### src/rtl/seg7_scan.sv
// Two-digit multiplexed common-anode 7-segment scanner with blank slots and per-frame digit snapshot.
// Optional blink feature enabled by defining BLINK_EN.
module seg7_scan #(
   parameter int unsigned DRIVE_CYC    = 50000,
   parameter int unsigned BLANK_CYC    = 500,
   parameter int unsigned BLINK_FRAMES = 64
) (
   input  logic       clk,
   input  logic       reset,
   input  logic [3:0] q_tens,
   input  logic [3:0] q_units,
`ifdef BLINK_EN
   input  logic       blink,
`endif
   output logic [1:0] an,
   output logic [6:0] seg
);

   localparam int unsigned MAX_CYC = (DRIVE_CYC > BLANK_CYC) ? DRIVE_CYC : BLANK_CYC;
   localparam int unsigned CW      = (MAX_CYC > 1) ? $clog2(MAX_CYC) : 1;
   localparam logic [CW-1:0] DRV_LAST = CW'(DRIVE_CYC - 1);
   localparam logic [CW-1:0] BLK_LAST = CW'(BLANK_CYC - 1);

   typedef enum logic [1:0] {BLANK_U, DRIVE_U, BLANK_T, DRIVE_T} state_t;

   state_t          state_q, state_d;
   logic [CW-1:0]   cnt_q, cnt_d;
   logic            first_q;
   logic [3:0]      snap_t_q, snap_u_q;
   logic [1:0]      an_q, an_d;
   logic [6:0]      seg_q, seg_d;
   logic            last;
   logic            load;
   logic            vis;

   function automatic logic [6:0] decode(input logic [3:0] d);
      case (d)
         4'd0:    decode = 7'h40;
         4'd1:    decode = 7'h79;
         4'd2:    decode = 7'h24;
         4'd3:    decode = 7'h30;
         4'd4:    decode = 7'h19;
         4'd5:    decode = 7'h12;
         4'd6:    decode = 7'h02;
         4'd7:    decode = 7'h78;
         4'd8:    decode = 7'h00;
         4'd9:    decode = 7'h10;
         default: decode = 7'h3F;
      endcase
   endfunction

`ifdef BLINK_EN
   localparam int unsigned FW = $clog2(2 * BLINK_FRAMES);
   logic [FW-1:0] frame_q;
   logic          dark_q;

   // Darkness is decided once per frame from the pre-increment frame count.
   always_ff @(posedge clk or negedge reset) begin
      if (!reset) begin
         frame_q <= '0;
         dark_q  <= 1'b0;
      end else if (load) begin
         dark_q  <= blink && (frame_q >= FW'(BLINK_FRAMES));
         frame_q <= (frame_q == FW'(2 * BLINK_FRAMES - 1)) ? '0 : frame_q + 1'b1;
      end
   end

   assign vis = ~dark_q;
`else
   assign vis = 1'b1;
`endif

   always_comb begin
      state_d = state_q;
      cnt_d   = cnt_q + 1'b1;
      an_d    = 2'b11;
      seg_d   = 7'h7F;
      last    = (state_q == DRIVE_U || state_q == DRIVE_T) ? (cnt_q == DRV_LAST)
                                                           : (cnt_q == BLK_LAST);
      if (last) begin
         cnt_d = '0;
         case (state_q)
            BLANK_U: state_d = DRIVE_U;
            DRIVE_U: state_d = BLANK_T;
            BLANK_T: state_d = DRIVE_T;
            default: state_d = BLANK_U;
         endcase
      end
      // The first edge after reset counts as a BLANK_U entry for snapshotting.
      load = first_q | (state_q == DRIVE_T && last);
      if (vis) begin
         case (state_d)
            DRIVE_U: begin
               an_d  = 2'b10;
               seg_d = decode(snap_u_q);
            end
            DRIVE_T: begin
               an_d  = 2'b01;
               seg_d = decode(snap_t_q);
            end
            default: ;
         endcase
      end
   end

   always_ff @(posedge clk or negedge reset) begin
      if (!reset) begin
         state_q  <= BLANK_U;
         cnt_q    <= '0;
         first_q  <= 1'b1;
         snap_t_q <= '0;
         snap_u_q <= '0;
         an_q     <= 2'b11;
         seg_q    <= 7'h7F;
      end else begin
         state_q <= state_d;
         cnt_q   <= cnt_d;
         first_q <= 1'b0;
         an_q    <= an_d;
         seg_q   <= seg_d;
         if (load) begin
            snap_t_q <= q_tens;
            snap_u_q <= q_units;
         end
      end
   end

   assign an  = an_q;
   assign seg = seg_q;

endmodule

### config.mk
export PLATFORM = sky130hd
export DESIGN_NAME = seg7_scan
export DESIGN_NICKNAME = d
export VERILOG_FILES = /design/src/rtl/seg7_scan.sv
export SDC_FILE = /design/constraint.sdc
export NUM_CORES = 1
export LEC_CHECK = 0
export BUFFER_PORTS_ARGS = -buffer_cell sky130_fd_sc_hd__buf_2
export CORE_UTILIZATION = 55
export CTS_CLUSTER_SIZE = 24
export DETAILED_ROUTE_END_ITERATION = 16
export PLACE_DENSITY = 0.75
export SLEW_MARGIN = 20
export SYNTH_ARGS = -nofsm -noshare
export SYNTH_HDL_FRONTEND = slang
export SYNTH_SLANG_ARGS = --single-unit
### constraint.sdc
create_clock -name clk -period 4.6 [get_ports clk]
set_clock_uncertainty 0.15 [all_clocks]
set_input_delay 1.38 -clock clk [delete_from_list [all_inputs] [get_ports clk]]
set_output_delay 1.38 -clock clk [all_outputs]
set_load 0.02 [all_outputs]
==> summary.txt, run 1 <==
STA
  • Total Neg Setup Slack: 0 ns
  • Final worst path period share: 0.5772
  • Count of final setup violators: 0
  • Max Clock Freq: 376.7 MHz
  • Hold Fails Final Rpt: 0
  • RSZ-0062 raised after global routing: no
  • Minimum clock period: 2.655 ns
  • Normalized max-slew margin: 0.4893
  • Final Max Slew Viols: 0
  • Worst Tran Pin Value: 0.7660 ns

Yosys
  • Syn Inst Count: 199
  • Ys Warns: 0
  • Distinct cells, synth: 41
  • Share of the synthesized area in the top cell type: 0.3214
  • Seq/Total Area, Yosys: 0.4512
  • Synth area leaders: dfrtp_1 32%, dfstp_2 13%, ha_1 11%, mux2_2 5.6%, nor2_1 4.1%
  • Syn avg cell area: 10.17 um^2
  • Area leader, netlist: dfrtp_1
  • Syn Nets: 226
  • Synth Cell Area: 0.002024 mm^2
  • Flops & latches, synth: 36

Clocking
  • Clk_lat worst skew: 0.29 ns
  • Post-CTS setup buffers: 0
  • CTS clk-pin slew, worst paths: 0.08 ns
  • # clock sinks: 36
  • Cts hold-fix bufs: 0
  • CTS tree: yes
  • Number of H-tree levels: 2
  • CTS Buffer Depth: 2
  • Root cell of the clock tree: clkbuf_8
  • PostCTS Resize Cnt: 0
  • Num CTS Buffers: 5

Critical path
  • Critical path's slowest cell: mux2i_1
  • Crit Path Class: flip-flop to flip-flop
  • Max stage delay on crit path: 0.52 ns
  • Worst EP required: 4.68 ns
  • Critical Path, Cell by Cell: inv_1 > ha_1 > nor2_1 > or3_4 > a21oi_4 > mux2i_1 > inv_2 > o22a_1
  • Crit path max fanout: 18
  • CP startpoint kind: flip-flop
  • CP Capture Type: flip-flop
  • Crit path DAT: 2.73 ns

Route
  • DRC Markers: 0
  • Drt wl/cell: 14.34 um
  • Routed wire length: 3.814 mm
  • Post-DRT Antenna Nets: 0
  • Drt first pass iters: 4
  • Vias: 1478
  • Iteration-0 DRC Markers: 109
  • Vias/cell: 5.556

Final layout
  • Nets: 246
  • Most frequent cells in the layout: 26 x dfrtp_1, 22 x nor2_1, 18 x buf_2
  • Area delta synth->final: 11.87%
  • Commonest non-fill, non-tap cell in the layout: dfrtp_1
  • Share of cells above drive strength 1: 0.2409
  • Non-Filler Instances: 266
  • Diode count: 0

GRT
  • Vias in the first global route: 1576
  • Pin count of the biggest net entering global routing: 37
  • First-pass GRT wire length: 6.920 mm
  • GR Overflow Total: 0
  • GRT Util Overall: 0.2290
  • Antenna violations before repair: 0

Power
  • Pwr dens: 301.7 mW/mm^2
  • P_leak: 0.9695 nW
  • Worst vdd ir: 222.9 uV

Floorplanning
  • Die H: 62.67 um
  • I/O pins: 19
  • DIE AREA: 0.003928 mm^2
  • Starting density of the core: 0.5881
  • Die Wd: 62.67 um
  • Rows: 21
  • CORE AREA: 0.003442 mm^2

Worst hold path
  • Hold Crit Class: flip-flop to flip-flop

Placed design
  • Cells after DPL: 258
  • RD Place Congestion: 0.8875
  • Port Buf Inserts: 18
  • Post-DP HPWL: 2.772 mm

Job
  • Maxcap violations: 0

Outcome
  • Status: finished, final reports clean
==> critical path, delay by kind of cell (launching register included) <==
family          cells  cell delay, ns
mux                 1            0.52
buf+inv             2            0.18
flops               1            0.44
fa+ha+maj           1            0.14
compound gates      2            0.72
simple gates        2            0.44
==> where the power goes <==
| group | internal, mW | switching (mW) |
|---|---|---|
| Combinational | 0.0292 | 0.0350 |
| Sequential | 0.324 | 0.0168 |
| Clock | 0.160 | 0.118 |
| Total | 0.514 | 0.169 |
==> cell families after synthesis <==
logic type / Yosys count / share of synthesized area
DFF: 36 / 0.4512
muxes: 14 / 0.07787
AOI/OAI and AO/OA: 33 / 0.1069
xor gates and xnor gates: 12 / 0.05192
adders and majority gates: 17 / 0.1051
other: 1 / 0.001852
and+or+nand+nor: 70 / 0.1755
buffers and inverters: 16 / 0.02967
==> area by class of cell <==
class	instances	area, um^2
fillers	279	1177
inverters	11	41.29
multi-input cells	147	1051
clock buffers	5	68.82
clock inverters	3	42.54
flip-flops and latches	36	913.4
well taps	46	57.56
repair buffers	18	90.09
==> path summary, 6_finish.rpt <==
| check | from | endpoint | slack (ns) | cells after the start |
|---|---|---|---|---|
| max reg2reg | state_q[1] | seg[6] | 1.95 | 8 |
| max in group asynchronous | reset | state_q[1] | 2.80 | 1 |
| min reg2reg | cnt_q[0] | cnt_q[0] | 0.33 | 1 |
| min in group asynchronous | reset | cnt_q[15] | 1.01 | 1 |
| min | cnt_q[0] | cnt_q[0] | 0.33 | 1 |
| max | state_q[1] | seg[6] | 1.95 | 8 |
==> per-layer routing <==
| layer | routed length, um | up-vias | global-route usage |
|---|---|---|---|
| met1 | 1571 | 707 | 0.2521 |
| met3 | 146 | 12 | 0.05109 |
| met5 | 0 | - | 0 |
| met2 | 1997 | 36 | 0.4171 |
| met4 | 99 | 0 | 0.1017 |
| li1 | - | 723 | - |
==> cells in the mapped netlist (all sizes together) <==
master	number
nand4bb	1
and3	2
mux2i	3
o21ai	11
nand2	16
conb	1
or3b	1
xnor2	5
clkbuf	5
o2bb2ai	1
nand3	9
nor4b	2
xor2	7
a21o	1
ha	17
dfstp	10
o211ai	1
nor2b	7
o31ai	1
inv	11
mux2	11
nor4	1
o22a	1
nand2b	1
nor4bb	1
o21a	1
a22oi	3
a21oi	8
dfrtp	26
nand4b	2
nor2	22
a32oi	2
o22ai	3
or3	2
and2	1
nor3	2
==> through the flow <==
stage	worst slack [ns]	util	hold WS, ns	power, mW	area (um^2)
after floorplan	2.344	-	0.2970	0.3887	2024
after global placement	2.044	0.6256	0.3097	0.4074	2153
after detailed placement	1.940	0.6256	0.3201	0.4113	2153
after CTS	1.941	0.6579	0.3287	0.6929	2265
after global routing	1.727	0.6579	0.3731	0.7185	2265
final	1.945	0.6579	0.3273	0.6833	2265
==> state kept, by name, summed over array words and instances, names as in the netlist <==
name and count:
an 2, cnt_q 16, first_q 1, seg 7, snap_t_q 4, snap_u_q 4
state_q 2
Note: power is estimated with default switching activity, not from simulation.
==> inputs of run 2 (changes only) <==
--- a/config.mk
+++ b/config.mk
@@ -5,11 +5,12 @@
 export SDC_FILE = /design/constraint.sdc
 export NUM_CORES = 1
 export LEC_CHECK = 0
+export ABC_AREA = 1
 export BUFFER_PORTS_ARGS = -buffer_cell sky130_fd_sc_hd__buf_2
 export CORE_UTILIZATION = 55
 export CTS_CLUSTER_SIZE = 24
 export DETAILED_ROUTE_END_ITERATION = 16
-export PLACE_DENSITY = 0.75
+export PLACE_DENSITY = 0.74
 export SLEW_MARGIN = 20
 export SYNTH_ARGS = -nofsm -noshare
 export SYNTH_HDL_FRONTEND = slang
==> constraint.sdc (replaced) <==
create_clock -name clk -period 2.45 [get_ports clk]
set_clock_uncertainty 0.15 [all_clocks]
set_input_delay 0.735 -clock clk [delete_from_list [all_inputs] [get_ports clk]]
set_output_delay 0.735 -clock clk [all_outputs]
set_load 0.02 [all_outputs]
==> run 2 against run 1 <==
Sequential share of layout area down 3.1 points; sequential cell count unchanged; register-to-register slack worse by 1.5 ns; global-route usage fell by 0.70 points; non-clock buffer count up 1; area after synthesis up 8.5%; critical path depth grew 4; cell area grew 8.5%; critical endpoint unchanged.
==> summary.txt, run 2 <==
Yosys
  • Distinct cells, synth: 31
  • Commonest cells in the netlist: 50 x nand2_1, 44 x inv_1, 26 x dfrtp_1
  • Mux cell area share after synthesis: 0.009117
  • Number of synthesized flops with an enable pin: 0
  • Share of the synthesized area in the top cell type: 0.2963
  • Seq/Total Area, Yosys: 0.4160
  • Syn Nets: 294
  • Ys Warns: 0
  • Synth Area in XOR/XNOR: 0.007977
  • Flops & latches, synth: 36
  • Ys flop type: dfrtp_1
  • Synth Area in Simple Gates: 0.2809
  • Syn avg cell area: 8.224 um^2
  • Post-synthesis compound-gate area fraction: 0.08775
  • Area share of fa/ha/maj cells after synthesis: 0.09687
  • Synth Cell Area: 0.002196 mm^2
  • Syn Inst Count: 267
  • Async SR Flop Fraction: 1.000
  • Synth area leaders: dfrtp_1 30%, dfstp_2 12%, ha_1 9.7%, nand2_1 8.5%, inv_1 7.5%
  • Area leader, netlist: dfrtp_1
  • Count leader, synth: nand2_1
  • Largest family of logic cells by synthesized area: simple AND/OR/NAND/NOR gates

Final layout
  • Commonest non-fill, non-tap cell in the layout: nand2_1
  • Share of cells above drive strength 1: 0.2180
  • Diode count: 0
  • Final design utilization: 0.6561
  • Largest Register: cnt_q
  • Most frequent cells in the layout: 50 x nand2_1, 44 x inv_1, 26 x dfrtp_1
  • Area delta synth->final: 11.85%
  • Nets: 315
  • Max reg flops: 16
  • Non-Filler Instances: 337

STA
  • Final Max Slew Viols: 0
  • RSZ-0062 raised after global routing: no
  • Minimum clock period: 1.961 ns
  • Hold Fails Final Rpt: 0
  • Max Clock Freq: 510.1 MHz
  • Count of final setup violators: 0
  • Total Neg Setup Slack: 0 ns
  • Normalized max-slew margin: 0.4900
  • Final worst path period share: 0.8002
  • Worst Tran Pin Value: 0.7650 ns

Critical path
  • Crit path DAT: 2.05 ns
  • CP startpoint kind: flip-flop
  • Worst EP required: 2.54 ns
  • Crit path max fanout: 9
  • Critical Path, Cell by Cell: ha_1 > inv_1 > nand2_1 > nor2_1 > nand3_1 > nand2_2 > nand3_1 > nand2_1 > nand2_2 > nand3_1 > nand2_1 > inv_1
  • Delay-heaviest family, CP: simple AND/OR/NAND/NOR gates
  • Crit Path Class: flip-flop to flip-flop
  • Worst Path Buf+Inv: 2
  • Critical path's slowest cell: dfrtp_1
  • CP Capture Type: flip-flop
  • Max stage delay on crit path: 0.44 ns

GRT
  • GR Overflow Total: 0
  • GRT Util Overall: 0.2220
  • Pin count of the biggest net entering global routing: 37
  • First-pass GRT wire length: 7.031 mm
  • Vias in the first global route: 1535
  • Antenna violations before repair: 0

Route
  • Post-DRT Antenna Nets: 0
  • Routed wire length: 4.006 mm
  • Drt wl/cell: 11.89 um
  • DRC Markers: 0
  • Vias: 1697
  • Drt first pass iters: 4
  • Iteration-0 DRC Markers: 67
  • Vias/cell: 5.036

Floorplanning
  • Starting density of the core: 0.5866
  • Die H: 65.19 um
  • Rows: 22
  • Die Wd: 65.19 um
  • I/O pins: 19
  • CORE AREA: 0.003744 mm^2
  • DIE AREA: 0.004249 mm^2

Power
  • Sw Share: 0.2318
  • Combinational group share of total power: 0.092
  • Pwr dens: 573.2 mW/mm^2
  • Sw power: 326.3 uW
  • P_leak: 1.232 nW
  • Pwr Total: 1.408 mW
  • Int Pwr: 1.082 mW
  • Sequential power share: 0.443
  • Worst vdd ir: 349.2 uV
  • Clk pwr share: 0.465

Clocking
  • Num CTS Buffers: 5
  • Cts hold-fix bufs: 0
  • CTS tree: yes
  • Number of H-tree levels: 2
  • CTS Buffer Depth: 2
  • # clock sinks: 36
  • Post-CTS setup buffers: 0
  • Root cell of the clock tree: clkbuf_8
  • PostCTS Resize Cnt: 0
  • CTS clk-pin slew, worst paths: 0.07 ns
  • Clk_lat worst skew: 0.30 ns

Worst hold path
  • Hold Crit Class: flip-flop to flip-flop

Outcome
  • Status: finished, final reports clean

Job
  • Maxcap violations: 0

Placed design
  • Post-DP HPWL: 2.906 mm
  • Cells after DPL: 329
  • RD Place Congestion: 0.7965
  • Port Buf Inserts: 18
[run 2: cell count changes after synthesis, moves of 6 or more]
cell | previous run | this run
inv_1 | 9 | 44
nor2_1 | 22 | 10
o21ai_0 | 11 | 19
nand3_1 | 9 | 24
nand2_2 | 0 | 8
nand2_1 | 16 | 50
mux2_2 | 10 | 0
a21oi_1 | 6 | 12
nand4_1 | 0 | 7
nor2b_1 | 7 | 0
[run 2: worst paths after layout]
check / from / endpoint / slack (ns) / cells past startpoint
setup / recovery: state_q[0] / seg[6] / 0.49 / 12
hold / removal: cnt_q[13] / cnt_q[13] / 0.32 / 1
setup reg to reg: state_q[0] / seg[6] / 0.49 / 12
hold reg to reg: cnt_q[13] / cnt_q[13] / 0.32 / 1
max in group asynchronous: reset / cnt_q[10] / 1.31 / 1
min in group asynchronous: reset / cnt_q[5] / 0.35 / 1
[run 2: per-stage QoR]
stage	area, um^2	worst slack, ns	hold WS (ns)
2_1_floorplan	2196	0.6761	0.2894
3_3_place_gp	2307	0.5698	0.3052
3_5_place_dp	2307	0.5250	0.3099
4_1_cts	2456	0.4708	0.3184
5_1_grt	2456	0.2594	0.3342
6_report	2456	0.4895	0.3191
[run 2: kinds of logic (layout without fill, tap and decap cells)]
kind of cell | count (synthesis) | in the layout
and+or+nand+nor | 122 | 122
buffers and inverters | 51 | 73
AOI/OAI and AO/OA | 36 | 36
DFF | 36 | 36
adders and majority gates | 17 | 17
xor gates and xnor gates | 2 | 2
muxes | 2 | 2
other | 1 | 1
[run 2: layout make-up]
cell class | count | area (um^2)
Fill cell | 334 | 1287
Tap cell | 48 | 60.06
Inverter | 46 | 172.7
Clock inverter | 1 | 30.03
Sequential cell | 36 | 913.4
Timing Repair Buffer | 19 | 97.59
Clock buffer | 7 | 118.9
Multi-Input combinational cell | 180 | 1064
[run 2: per-layer routing]
layer	part of all wire	vias up	global-route usage	wire length [um]
met5	0	-	0	0
met4	0.022	0	0.1196	90
met3	0.036	9	0.04167	143
met2	0.43	33	0.3247	1731
met1	0.51	760	0.3088	2040
li1	-	895	-	-
[run 2: power by group through the flow]
stage	combinational [mW]	clock [mW]	sequential (mW)
after CTS	0.130	0.662	0.624
after global routing	0.152	0.690	0.627
after floorplan	0.100	0	0.626
after detailed placement	0.128	0	0.635
after global placement	0.127	0	0.634
final	0.129	0.655	0.624
